File: src/rtl/race_sequencer.sv
// race_sequencer: per-frame race phase controller for the pixel pipeline.
// Ports:
//   pclk, rst (async active-low)
//   frame_ended, lap_pulse  per-frame / per-lap pulses
//   btn_start, btn_left/right/up/down  asynchronous buttons
//   bg/track/player_visible  layer enables
//   xpos, ypos  player sprite top-left
//   countdown, lap, state  game status
module race_sequencer #(
    parameter int FRAMES_PER_STEP = 60,
    parameter int LAPS            = 3,
    parameter int STEP            = 4,
    parameter int X_START         = 480,
    parameter int Y_START         = 600,
    parameter int X_MIN           = 0,
    parameter int X_MAX           = 960,
    parameter int Y_MIN           = 0,
    parameter int Y_MAX           = 704
) (
    input  logic        pclk,
    input  logic        rst,
    input  logic        frame_ended,
    input  logic        btn_start,
    input  logic        btn_left,
    input  logic        btn_right,
    input  logic        btn_up,
    input  logic        btn_down,
    input  logic        lap_pulse,
    output logic        bg_visible,
    output logic        track_visible,
    output logic        player_visible,
    output logic [10:0] xpos,
    output logic [10:0] ypos,
    output logic [1:0]  countdown,
    output logic [3:0]  lap,
    output logic [1:0]  state
);

    typedef enum logic [1:0] {
        IDLE      = 2'd0,
        COUNTDOWN = 2'd1,
        RACE      = 2'd2,
        FINISH    = 2'd3
    } state_t;

    localparam logic [7:0]  FPS_M1  = 8'(FRAMES_PER_STEP - 1);
    localparam logic [3:0]  LAPS_M1 = 4'(LAPS - 1);
    localparam logic [10:0] X_INIT  = 11'(X_START);
    localparam logic [10:0] Y_INIT  = 11'(Y_START);

    localparam logic signed [11:0] STEP_S = 12'(STEP);
    localparam logic signed [11:0] XMIN_S = 12'(X_MIN);
    localparam logic signed [11:0] XMAX_S = 12'(X_MAX);
    localparam logic signed [11:0] YMIN_S = 12'(Y_MIN);
    localparam logic signed [11:0] YMAX_S = 12'(Y_MAX);

    state_t cur, nxt;
    logic [7:0] frame_cnt;
    logic       vis_nxt;

    // Buttons: {start, up, down, left, right}
    logic [4:0] sync1, sync2;
    logic       start_d;
    logic       start_edge;
    logic       s_up, s_down, s_left, s_right;

    always_ff @(posedge pclk or negedge rst) begin
        if (!rst) begin
            sync1   <= '0;
            sync2   <= '0;
            start_d <= 1'b0;
        end else begin
            sync1   <= {btn_start, btn_up, btn_down, btn_left, btn_right};
            sync2   <= sync1;
            start_d <= sync2[4];
        end
    end

    assign start_edge = sync2[4] & ~start_d;
    assign s_up       = sync2[3];
    assign s_down     = sync2[2];
    assign s_left     = sync2[1];
    assign s_right    = sync2[0];

    logic cd_done, last_lap;
    assign cd_done  = frame_ended && (frame_cnt == FPS_M1)
                      && (countdown == 2'd1);
    assign last_lap = lap_pulse && (lap == LAPS_M1);

    // State register
    always_ff @(posedge pclk or negedge rst) begin
        if (!rst) cur <= IDLE;
        else      cur <= nxt;
    end

    // Next state
    always_comb begin
        nxt = cur;
        unique case (cur)
            IDLE:      if (start_edge) nxt = COUNTDOWN;
            COUNTDOWN: if (cd_done)    nxt = RACE;
            RACE:      if (last_lap)   nxt = FINISH;
            FINISH:    if (start_edge) nxt = IDLE;
        endcase
    end

    // Output decode: enables follow the state they are registered with
    always_comb begin
        vis_nxt = (nxt != IDLE);
    end

    // Movement with 12-bit signed intermediates so stepping below 0 clamps
    logic signed [11:0] x_dlt, y_dlt, x_sum, y_sum, x_clp, y_clp;
    logic [10:0]        x_next, y_next;

    always_comb begin
        x_dlt = '0;
        y_dlt = '0;
        if (s_right && !s_left)      x_dlt = STEP_S;
        else if (s_left && !s_right) x_dlt = -STEP_S;
        if (s_down && !s_up)         y_dlt = STEP_S;
        else if (s_up && !s_down)    y_dlt = -STEP_S;
        x_sum = signed'({1'b0, xpos}) + x_dlt;
        y_sum = signed'({1'b0, ypos}) + y_dlt;
        x_clp = x_sum;
        y_clp = y_sum;
        if (x_sum < XMIN_S)      x_clp = XMIN_S;
        else if (x_sum > XMAX_S) x_clp = XMAX_S;
        if (y_sum < YMIN_S)      y_clp = YMIN_S;
        else if (y_sum > YMAX_S) y_clp = YMAX_S;
        x_next = x_clp[10:0];
        y_next = y_clp[10:0];
    end

    // Registered datapath and outputs
    always_ff @(posedge pclk or negedge rst) begin
        if (!rst) begin
            bg_visible     <= 1'b1;
            track_visible  <= 1'b0;
            player_visible <= 1'b0;
            xpos           <= X_INIT;
            ypos           <= Y_INIT;
            countdown      <= 2'd0;
            lap            <= 4'd0;
            frame_cnt      <= 8'd0;
        end else begin
            bg_visible     <= 1'b1;
            track_visible  <= vis_nxt;
            player_visible <= vis_nxt;
            unique case (cur)
                IDLE: begin
                    xpos      <= X_INIT;
                    ypos      <= Y_INIT;
                    lap       <= 4'd0;
                    countdown <= start_edge ? 2'd3 : 2'd0;
                end
                COUNTDOWN: begin
                    if (frame_ended) begin
                        if (frame_cnt == FPS_M1) begin
                            frame_cnt <= 8'd0;
                            countdown <= countdown - 2'd1;
                        end else begin
                            frame_cnt <= frame_cnt + 8'd1;
                        end
                    end
                end
                RACE: begin
                    if (frame_ended) begin
                        xpos <= x_next;
                        ypos <= y_next;
                    end
                    if (lap_pulse) lap <= lap + 4'd1;
                end
                FINISH: begin
                    if (start_edge) begin
                        xpos <= X_INIT;
                        ypos <= Y_INIT;
                        lap  <= 4'd0;
                    end
                end
            endcase
            if (nxt != cur) frame_cnt <= 8'd0;
        end
    end

    assign state = cur;

endmodule
File: config.mk
export PLATFORM = sky130hd
export DESIGN_NAME = race_sequencer
export DESIGN_NICKNAME = d
export VERILOG_FILES = /design/src/rtl/race_sequencer.sv
export SDC_FILE = /design/constraint.sdc
export NUM_CORES = 1
export LEC_CHECK = 0
export CAP_MARGIN = 20
export CORE_MARGIN = 1.5
export CORE_UTILIZATION = 49
export CTS_BUF_LIST = sky130_fd_sc_hd__clkbuf_4 sky130_fd_sc_hd__clkbuf_8 sky130_fd_sc_hd__clkbuf_16
export CTS_CLUSTER_SIZE = 30
export DETAILED_ROUTE_END_ITERATION = 16
export DONT_BUFFER_PORTS = 1
export HOLD_SLACK_MARGIN = 0.02
export PLACE_DENSITY = 0.61
export SYNTH_ARGS = -nofsm -noshare
export SYNTH_HDL_FRONTEND = slang
export SYNTH_SLANG_ARGS = --single-unit
File: constraint.sdc
create_clock -name pclk -period 5.4 [get_ports pclk]
set_input_delay 0.81 -clock pclk [delete_from_list [all_inputs] [get_ports pclk]]
set_output_delay 0.81 -clock pclk [all_outputs]
set_load 0.01 [all_outputs]
==> metrics.yaml <==
route:
  finalWirelength_mm: 6.36
  drt_iter0_drc: 135
  wl_per_cell_um: 15.6
  vias: 2479
  drc: 6
  drt_first_pass_iters: 10
  ant_nets: 0
  via_per_inst: 6.09
layout:
  layout-drive-gt1-share_pct: 12.4
  n_antenna_cell: 0
  syn_to_final_growth_pct: -0.378
  n_fill_cell: 603
  final_nets: 353
sta:
  hold_viol: 0
  fin_skew_ns: 0.00541
  rsz0062_at_grt: "no"
  slew_viol_final: 0
  hold_ws_ns: 0.212
  finalSetupViolCount: 0
  slew_headroom_pct: 42.5
  setup_tns_ns: 0
  max_freq_ghz: 0.314
  finalCritPeriodShare_pct: 59.0
  final.min_clock_period_ns: 3.19
  max_slew.worst_pin.slew_ns: 0.862
worst_setup_path:
  cpLargestDelayFamily: "adder cells"
  start_kind: "flip-flop"
  end_kind: "flip-flop"
  critPathArrivalTime_ns: 3.37
  worstPathRequired_ns: 5.58
  critical_path_buf_inv_count: 1
  crit_chain: "inv_1 -> ha_1 -> xor2_1 -> ha_1 -> nand2_1 -> o32ai_1 -> a21oi_1 -> a31oi_1 -> xnor2_1 -> nand4_2 -> a32o_1"
  slowest_delay_ns: 0.72
  cp_common_cell: "ha_1"
  crit_type: "reg2reg"
  cpMaxStageDelayCell: "ha_1"
  cp_max_fo: 23
floorplanning:
  dieWidth_um: 85.2
  die_h_um: 85.2
  rows: 29
  boundaryPins: 42
  design.core.area_um2: 6420
  initial_core_util_pct: 51.6
  die-area_um2: 7260
status:
  violations: "design-rule violations"
  outcome: "finished with violations"
clocking:
  clockBufferDepth: 2
  post_cts.resized_instances: 0
  htreeDepth: 2
  cts.clk_slew.worst_paths_ns: 0.08
  clkLatencyLatePin_ns: 0.29
  cts_tree: "yes"
  hold_buffers: 0
  cts_setup_buffers: 0
  cts_buffers: 5
  cts_root_buffer: "clkbuf_8"
  clock_sinks: 46
synth:
  avgSynthCellArea_um2: 9.52
  netlist_instances: 348
  yosysWarnings: 0
  synthArstFlopShare_pct: 100
  ys_seq_elements: 46
  ys_seq_area_share_pct: 35.1
  syn_area_um2: 3310
  synth_edf_count: 0
  synth-main-ff-cell: "dfrtp_1"
  ys_types: 80
power:
  ir_drop_uv: 157
  pwr_density_cell_nw_per_um2: 208
  leakagePower_nw: 1.35
global_route:
  grt_pass1_vias: 2295
  grt_max_degree: 47
  antenna_found_initial: 0
  grt_pass1_wl_mm: 10.9
  track_usage_pct: 18.4
  grt_overflow: 0
flow_run:
  drv_cap: 0
place:
  gp_routability_congestion: 0.783
  dp_hpwl_mm: 4.58
  io_buffer_count: 0
worst_hold_path:
  hp-class: "in2async"
==> logic make-up after synthesis <==
logic type	Yosys count	share of synthesized area (%)
fa+ha+maj	14	5.29
compound gates	109	24.7
xor+xnor	33	8.95
buf+inv	43	7.86
flops	46	35.1
simple gates	98	16.9
other cells	2	0.227
mux	3	1.02
==> report_power, final <==
group          switching [mW]  internal (mW)
Clock                   0.109         0.0884
Combinational          0.0559         0.0449
Sequential             0.0215          0.367
==> registers in the layout, indices dropped and copies added, names as in the netlist <==
signal	count
frame_cnt	8
countdown	2
sync2	5
xpos	9
player_visible	1
state	2
sync1	5
lap	4
ypos	9
start_d	1
==> metal layers <==
metal	track usage (%)	vias to the layer above	routed length, um
met2	29.5	56	2980
met4	4.02	0	54
met1	25.2	1192	2980
li1	-	1226	-
met3	4.38	5	356
met5	0	-	0
==> metrics by stage <==
step,instance area [um^2],power (mW),cells,setup slack [ns],utilization [%]
global route,3300,0.733,407,1.85,51.4
CTS,3300,0.699,407,2.21,51.4
detailed placement,3220,0.496,400,2.24,50.1
floorplan,3320,0.481,351,2.72,-
global placement,3220,0.494,400,2.34,50.1
finish,3300,0.687,407,2.21,51.4
==> placed cells by master (no fill, tap or decap), types with 6 or more instances in the layout <==
cell,n
ha_1,14
a31oi_1,6
nor2_1,25
dfstp_2,8
dfrtp_1,38
nand2_1,21
xnor2_1,21
o21ai_0,15
inv_1,12
a21oi_1,20
xor2_1,11
nand2b_1,6
==> path summary, 6_finish.rpt <==
kind                               startpoint                       end  slack, ns  depth (start not counted)
setup / recovery           sync2[0]$_DFF_PN0_       xpos[2]$_DFFE_PN0P_       2.21                         11
hold / removal                            rst  frame_cnt[1]$_DFFE_PN0P_       0.21                          0
setup reg to reg           sync2[0]$_DFF_PN0_       xpos[2]$_DFFE_PN0P_       2.21                         11
hold reg to reg            sync1[0]$_DFF_PN0_        sync2[0]$_DFF_PN0_       0.35                          0
max in group asynchronous                 rst       ypos[6]$_DFFE_PN1P_       5.00                          0
min in group pclk          sync1[0]$_DFF_PN0_        sync2[0]$_DFF_PN0_       0.35                          0
==> cells in the mapped netlist, types with 4 or more instances <==
library cell | number | area (um^2)
a21oi_1 | 20 | 100
ha_1 | 14 | 175
inv_1 | 12 | 45.0
a22o_1 | 4 | 35.0
nand2_1 | 21 | 78.8
o21ai_0 | 15 | 75.1
buf_6 | 6 | 67.6
nand4_1 | 5 | 31.3
clkbuf_1 | 5 | 18.8
a31oi_1 | 6 | 37.5
dfrtp_1 | 38 | 951
dfstp_2 | 8 | 210
nand2b_1 | 6 | 37.5
nor2b_1 | 5 | 31.3
and2_1 | 5 | 31.3
xnor2_1 | 21 | 184
a22oi_1 | 5 | 37.5
o31ai_1 | 5 | 37.5
nor2_1 | 25 | 93.8
xor2_1 | 11 | 96.3
buf_2 | 4 | 20.0
o21ai_1 | 4 | 20.0
buf_4 | 12 | 90.1
==> area by class of cell <==
class                      instances  area, um^2  area share, %
multi-input combinational        262        1900           57.6
clock buffer                       5        68.8           2.09
sequential                        46        1160           35.2
clock inverter                     2        15.0          0.455
inverter                          15        56.3           1.71
tap                               77        96.3           2.92
No activity file was read; power rests on OpenSTA's default activity.
